**config.mk**
```make
export PLATFORM = sky130hd
export DESIGN_NAME = bus_encoder_flat
export DESIGN_NICKNAME = d
export VERILOG_FILES = /design/src/rtl/bus_encoder_if.sv /design/src/rtl/bus_encoder.sv /design/src/flat_wrapper.sv
export SDC_FILE = /design/constraint.sdc
export NUM_CORES = 1
export LEC_CHECK = 0
export BUFFER_PORTS_ARGS = -buffer_cell sky130_fd_sc_hd__buf_2
export CAP_MARGIN = 20
export CORE_ASPECT_RATIO = 1.1
export CORE_UTILIZATION = 54
export DETAILED_ROUTE_END_ITERATION = 10
export PLACE_DENSITY = 0.85
export SYNTH_ARGS = -nofsm -noshare
export SYNTH_HDL_FRONTEND = slang
export SYNTH_SLANG_ARGS = --single-unit
```
**constraint.sdc**
```tcl
create_clock -name clk -period 2.35 [get_ports clk]
set_clock_uncertainty 0.1 [all_clocks]
set_input_delay 0.3525 -clock clk [delete_from_list [all_inputs] [get_ports clk]]
set_output_delay 0.3525 -clock clk [all_outputs]
set_load 0.02 [all_outputs]
```
**src/rtl/bus_encoder_if.sv**
```systemverilog
// Bus encoder interface: groups the drive request / select bundle that runs
// between the control unit and the bus multiplexer select logic.
//   drive_req  : one-hot drive requests, bit i = source i wants the bus
//   err_clr    : synchronous fault acknowledge / conflict counter clear
//   sel        : registered bus mux select
//   sel_valid  : sel names exactly one legal driver
//   fault      : multi-driver fault pending
//   err_count  : saturating count of conflict cycles
// master modport = control side, slave modport = encoder.
interface bus_encoder_if #(
    parameter int N     = 24,
    parameter int SEL_W = 5,
    parameter int CNT_W = 8
);
    logic [N-1:0]     drive_req;
    logic             err_clr;
    logic [SEL_W-1:0] sel;
    logic             sel_valid;
    logic             fault;
    logic [CNT_W-1:0] err_count;

    modport master (
        output drive_req, err_clr,
        input  sel, sel_valid, fault, err_count
    );

    modport slave (
        input  drive_req, err_clr,
        output sel, sel_valid, fault, err_count
    );
endinterface

```
**src/rtl/bus_encoder.sv**
```systemverilog
// Bus encoder: converts one-hot register drive requests into the registered
// binary select for the 32-bit bus multiplexer. Two or more simultaneous
// requests put the block into FAULT (select invalid) until err_clr, and every
// multi-driver cycle bumps a saturating debug counter.
// Ports:
//   clk  : system clock, rising edge
//   clr  : asynchronous active-high reset
//   bus  : bus_encoder_if.slave (drive_req, err_clr in; sel, sel_valid,
//          fault, err_count out). All outputs are registered.
module bus_encoder #(
    parameter int N     = 24,
    parameter int SEL_W = 5,
    parameter int CNT_W = 8
) (
    input  logic          clk,
    input  logic          clr,
    bus_encoder_if.slave  bus
);

    typedef enum logic [1:0] {
        IDLE  = 2'd0,
        DRIVE = 2'd1,
        FAULT = 2'd2
    } state_t;

    state_t           state_q, state_d;
    logic [SEL_W-1:0] sel_q, sel_d;
    logic             sel_valid_q, sel_valid_d;
    logic [CNT_W-1:0] err_count_q, err_count_d;

    logic             req_none;
    logic             req_multi;
    logic [SEL_W-1:0] low_idx;

    // Clearing the lowest set bit leaves something behind only when two or
    // more bits were set, which gives the MULTI class without a popcount.
    assign req_none  = ~|bus.drive_req;
    assign req_multi = |(bus.drive_req & (bus.drive_req - N'(1)));

    // Lowest set bit index; for a ONE cycle this is the only set bit.
    always_comb begin
        low_idx = '0;
        for (int i = N - 1; i >= 0; i--) begin
            if (bus.drive_req[i]) begin
                low_idx = SEL_W'(i);
            end
        end
    end

    always_comb begin
        // NOTE: every output of this block gets a default first, so no path
        // leaves a variable unassigned and no latch is inferred.
        state_d     = state_q;
        sel_d       = sel_q;
        sel_valid_d = 1'b0;
        err_count_d = err_count_q;

        // FAULT only re-evaluates the request class once acknowledged.
        if (state_q != FAULT || bus.err_clr) begin
            if (req_multi) begin
                state_d = FAULT;
                // Capture the lowest contender on the MULTI edge; held after.
                sel_d   = low_idx;
            end else if (req_none) begin
                state_d = IDLE;
            end else begin
                state_d     = DRIVE;
                sel_d       = low_idx;
                sel_valid_d = 1'b1;
            end
        end

        // Clear wins over the increment, but a conflict on the clearing edge
        // still counts as one.
        if (bus.err_clr) begin
            err_count_d = req_multi ? CNT_W'(1) : '0;
        end else if (req_multi && !(&err_count_q)) begin
            err_count_d = err_count_q + CNT_W'(1);
        end
    end

    // NOTE: sequential state uses non-blocking assignments so every register
    // samples the pre-edge values computed above.
    always_ff @(posedge clk or posedge clr) begin
        if (clr) begin
            state_q     <= IDLE;
            sel_q       <= '0;
            sel_valid_q <= 1'b0;
            err_count_q <= '0;
        end else begin
            state_q     <= state_d;
            sel_q       <= sel_d;
            sel_valid_q <= sel_valid_d;
            err_count_q <= err_count_d;
        end
    end

    assign bus.sel       = sel_q;
    assign bus.sel_valid = sel_valid_q;
    assign bus.fault     = (state_q == FAULT);
    assign bus.err_count = err_count_q;

endmodule

```
**src/flat_wrapper.sv**
```systemverilog
// flat-port wrapper written by rule: the top's interface ports become plain ports
module bus_encoder_flat 
#(
    parameter int N     = 24,
    parameter int SEL_W = 5,
    parameter int CNT_W = 8
)
  (clk, clr, bus_drive_req, bus_err_clr, bus_sel, bus_sel_valid, bus_fault, bus_err_count);
  bus_encoder_if #(.N(N), .SEL_W(SEL_W), .CNT_W(CNT_W)) bus_i ();
  input  logic clk;
  input  logic clr;
  input wire logic [$bits(bus_i.drive_req)-1:0] bus_drive_req;
  input wire logic [$bits(bus_i.err_clr)-1:0] bus_err_clr;
  output wire logic [$bits(bus_i.sel)-1:0] bus_sel;
  output wire logic [$bits(bus_i.sel_valid)-1:0] bus_sel_valid;
  output wire logic [$bits(bus_i.fault)-1:0] bus_fault;
  output wire logic [$bits(bus_i.err_count)-1:0] bus_err_count;
  assign bus_i.drive_req = bus_drive_req;
  assign bus_i.err_clr = bus_err_clr;
  assign bus_sel = bus_i.sel;
  assign bus_sel_valid = bus_i.sel_valid;
  assign bus_fault = bus_i.fault;
  assign bus_err_count = bus_i.err_count;
  bus_encoder #(.N(N), .SEL_W(SEL_W), .CNT_W(CNT_W)) u_core (.clk(clk), .clr(clr), .bus(bus_i));
endmodule
```
== Word-level counts from Yosys, hierarchy flattened ==
Cells that the tools add are included.

* Register bits: 16
* Input bits: 27
* Output and inout bits: 15
* Logic and storage cells: 52

* $add $sub $neg: 2
* Eq/ne operators: 2
* Mux-type cells: 34
* Bitwise logic cells: 1
* Reductions and logical operators: 9

{| class="wikitable"
|+ Operator list
! cell !! count
|-
| 2-to-1 mux 5 bit || 26
|-
| OR reduction 24 bit || 2
|-
| AND 24 bit || 1
|-
| subtractor 24 x 1 -> 24 bit, second input constant || 1
|-
| 2-to-1 mux 8 bit || 2
|-
| adder 8 x 1 -> 8 bit, second input constant || 1
|-
| AND reduction 8 bit || 1
|-
| 2-to-1 mux 1 bit || 5
|-
| nonzero test 2 bit || 2
|-
| equality test 2 bit, second input constant || 1
|-
| 2-to-1 mux 2 bit || 1
|-
| != test 2 bit, second input constant || 1
|-
| AND reduction 2 bit || 1
|-
| logical AND 1 bit || 1
|-
| logical NOT 1 bit || 1
|-
| logical OR 1 bit || 1
|}

== Depth between registers and ports, before layout ==
* Depth after elaboration: 26
* Mapped depth: 9
* Mapped depth without buffers: 7

== Worst setup path after synthesis ==
No wires, ideal clock.

* Path kind: in2reg
* Start point: input bus_drive_req[8]
* End point: register u_core.err_count_q[1] (netlist: u_core.bus.err_count[1])
* Setup time: 0.130 ns
* Arrival: 2.104 ns
* Required time: 2.120 ns
* Setup slack: 0.016 ns
* Stages: 9
* Path buffers: 2
* Cells stage by stage: buf_6 > nor4_4 > nand4_2 > a2111oi_2 > o2111ai_1 > o21ai_2 > buf_6 > mux2i_1 > nor2_1

* Cells in the longest elaborated chain, start to end: 5

{| class="wikitable"
|+ Ends and longest elaborated chain
! element !! RTL line !! RTL
|-
| from (decl) || flat_wrapper.sv:12 || <nowiki>input wire logic [$bits(bus_i.drive_req)-1:0] bus_drive_req;</nowiki>
|-
| subtractor 24 x 1 -> 24 bit || bus_encoder.sv:38 || <nowiki>assign req_multi = |(bus.drive_req & (bus.drive_req - N'(1)));</nowiki>
|-
| AND 24 bit (*) || bus_encoder.sv:38 ||
|-
| OR reduction 24 bit (*) || bus_encoder.sv:38 ||
|-
| logical AND 1 bit (*) || bus_encoder.sv:77 || <nowiki>end else if (req_multi && !(&err_count_q)) begin</nowiki>
|-
| nonzero test 2 bit (no line) (*) || - ||
|-
| to (signal assigned) || bus_encoder.sv:94 || <nowiki>err_count_q <= err_count_d;</nowiki>
|-
| to (decl) || bus_encoder.sv:29 || <nowiki>logic [CNT_W-1:0] err_count_q, err_count_d;</nowiki>
|}

Mark *: on every way between the ends. The rest lies on a longest branch, timed or not.
A chain may end at the register's enable or synchronous reset.

== Worst setup path after layout ==
* Start point: input bus_drive_req[6]
* End point: register u_core.err_count_q[6] (netlist: u_core.bus.err_count[6])

The elaborated chain is that of the path after synthesis.

==> results.cfg <==
[floorplanning]
core_mm2 = 0.00223
io_pins = 42
fp.dieH_um = 53.0
row_count = 18
start_util_pct = 57.2
dieArea_mm2 = 0.00256
fp.dieW_um = 48.3

[timing]
setup_viol_count_final = 0
final-hold-violation-count = 0
min_period_ns = 2.31
worst_pin_slew_ns = 0.597
relSlewSlack_pct = 59.2
worst_slack_ns = 0.0361
slew_viol_final = 0
min_period_over_period_pct = 98.5
fmax_mhz = 432

[power]
powerDensity_mw_per_mm2 = 365
peakVddDrop_mv = 0.451
power_leakage_uw = 0.000770

[synth]
ys_top_cells_by_area = dfrtp_1 (31%), a21oi_1 (5.9%), nor4_4 (5.0%)
ys_seq_area_share_pct = 31.4
synthCells = 153
syn_area_per_cell_um2 = 8.33
synth_top_area_share_pct = 31.4
synth_edf_count = 0
syn-num-nets = 181
syn_area_mm2 = 0.00127
ys_ff_latch = 16
synth_cell_types = 47
yosys.area.top_type = dfrtp_1
ys_async_sr_fraction_pct = 100
yosysWarnings = 0
synth_top_flop_cell = dfrtp_1

[clock_network]
cts.htree.levels = 1
clockBufferDepth = 2
cts-root-buf = clkbuf_4
cts_tree = built
cts_buffers = 3
clkSinkCount = 16
clock_latency_ns = 0.29
path_clk_slew_ns = 0.09
hold_buffers = 0

[global_routing]
antenna_found_initial = 0
grt_start_max_net_pins = 17
grt-ovfl-total = 0
track_usage_pct = 30.8
grt_pass1_wl_um = 6030
grt_pass1_vias = 1327

[layout]
layout_commonest_cell = buf_2
n_antenna_cell = 0
mostFrequentLayoutCells = buf_2 (41), buf_4 (25), nor2_1 (16), dfrtp_1 (16), a21oi_1 (15)
drive_gt1_share_pct = 37.8
post-route-util_pct = 77.2
nNetsFinal = 247
synthToLayoutAreaGrowth_pct = 35.0

[drt]
drtPass1Iterations = 7
wl_per_cell_um = 15.5
drt-total-wl_um = 3830
vias = 1520
drt-vias-per-instance = 6.15
drt_iter0_markers = 71
drcViolationCount = 1
drtAntennaViolNets = 0

[setup_path]
worstPathMaxFanout = 5
endpoint_kind = register
critical_path_arrival_ns = 2.39
cp_slowest_cell = nor4_4
criticalPathCategory = in2reg
r2r-start = u_core.bus.err_count[0]$_DFFE_PP0P_
crit_chain = buf_2, nor4_4, a41oi_2, a2111oi_4, o2111ai_2, or2_2, a21oi_1, nor3_1
startpoint = bus_drive_req[6]
crit_required_ns = 2.42
max_stage_delay_ns = 0.44
startpoint_type = primary input

[placement]
portBuffers = 41
dp_slack_ns = -0.194
hpwl_um = 2880
gp_congestion = 0.887

[flow_run]
drv_cap = 0

[status]
status = complete, but fails checks
violations = DRC

[worst_hold_path]
hold_path.class = in2async
[final cells by class]
| type | count | area (um2) |
|---|---|---|
| Clock buffer | 3 | 22.5 |
| Fill cell | 172 | 508 |
| Inverter | 10 | 37.5 |
| Multi-Input combinational cell | 122 | 831 |
| Sequential cell | 16 | 400 |
| Tap cell | 30 | 37.5 |
| Timing Repair Buffer | 66 | 393 |
[layer usage]
layer / vias up / share of wire, % / GRT usage [%] / wire [um]
met3: 12 / 4.4 / 5.17 / 169
met2: 51 / 52 / 55.9 / 2010
met5: - / 0 / 0 / 0
met1: 730 / 41 / 35.5 / 1560
met4: 0 / 2.4 / 15.7 / 91
li1: 727 / - / - / -
[path summary, 6_finish.rpt]
kind | to | slack (ns) | depth (start not counted)
min reg2reg | u_core.bus.sel[1]$_DFFE_PP0P_ | 0.39 | 2
max in group asynchronous | u_core.bus.sel[4]$_DFFE_PP0P_ | 1.74 | 2
max | u_core.bus.err_count[6]$_DFFE_PP0P_ | 0.04 | 8
min in group clk | u_core.bus.err_count[4]$_DFFE_PP0P_ | 0.24 | 2
max reg2reg | u_core.bus.err_count[3]$_DFFE_PP0P_ | 0.55 | 6
min | u_core.bus.err_count[5]$_DFFE_PP0P_ | 0.01 | 2
[synthesized netlist by cell type (4+ instances only)]
| library cell | count |
|---|---|
| dfrtp_1 | 16 |
| nor2_1 | 16 |
| a21oi_1 | 15 |
| inv_1 | 10 |
| nand2_1 | 10 |
| o21ai_0 | 10 |
| or3_1 | 7 |
| nor4_1 | 5 |
| o31ai_1 | 4 |
[metrics by stage]
stage	instances	TNS, ns	instance area, um2	hold slack, ns	total power [uW]
after floorplan	153	0	1270	0.166	385
after global placement	242	-0.456	1660	0.332	474
after detailed placement	242	-1.04	1660	0.343	483
after CTS	245	0	1680	0.0244	622
after global routing	247	-0.303	1720	0.0731	659
final	247	0	1720	0.0148	629
[flip-flops by register name, summed over array words and instances (netlist names)]
signal / cells
u_core.state_q: 2
u_core.bus.sel: 5
u_core.bus.sel_valid: 1
u_core.bus.err_count: 8
[critical path: cells and delay by family]
kind            cells  cell delay [ns]
buf+inv             1             0.12
compound gates      4             1.02
simple gates        3             0.89
[what timing repair did]
action / CTS / global route
gates resized for setup: 0 / 4
endpoints found under the setup margin: 0 / 6
setup buffers: 0 / 2
endpoints found under the hold margin: 0 / 0
[power breakdown]
part           total, uW  switching [uW]  internal, uW
combinational        189             111          78.7
clock                143            83.3          59.7
sequential           296            10.7           285
[logic make-up after synthesis]
logic type	count (synthesis)	share of synthesized area [%]
DFF	16	31.4
buffers and inverters	15	5.59
adders and majority gates	2	1.77
AOI/OAI and AO/OA	57	30.3
muxes	2	1.67
and+or+nand+nor	61	29.2
Power figures use the tool's default switching activity.
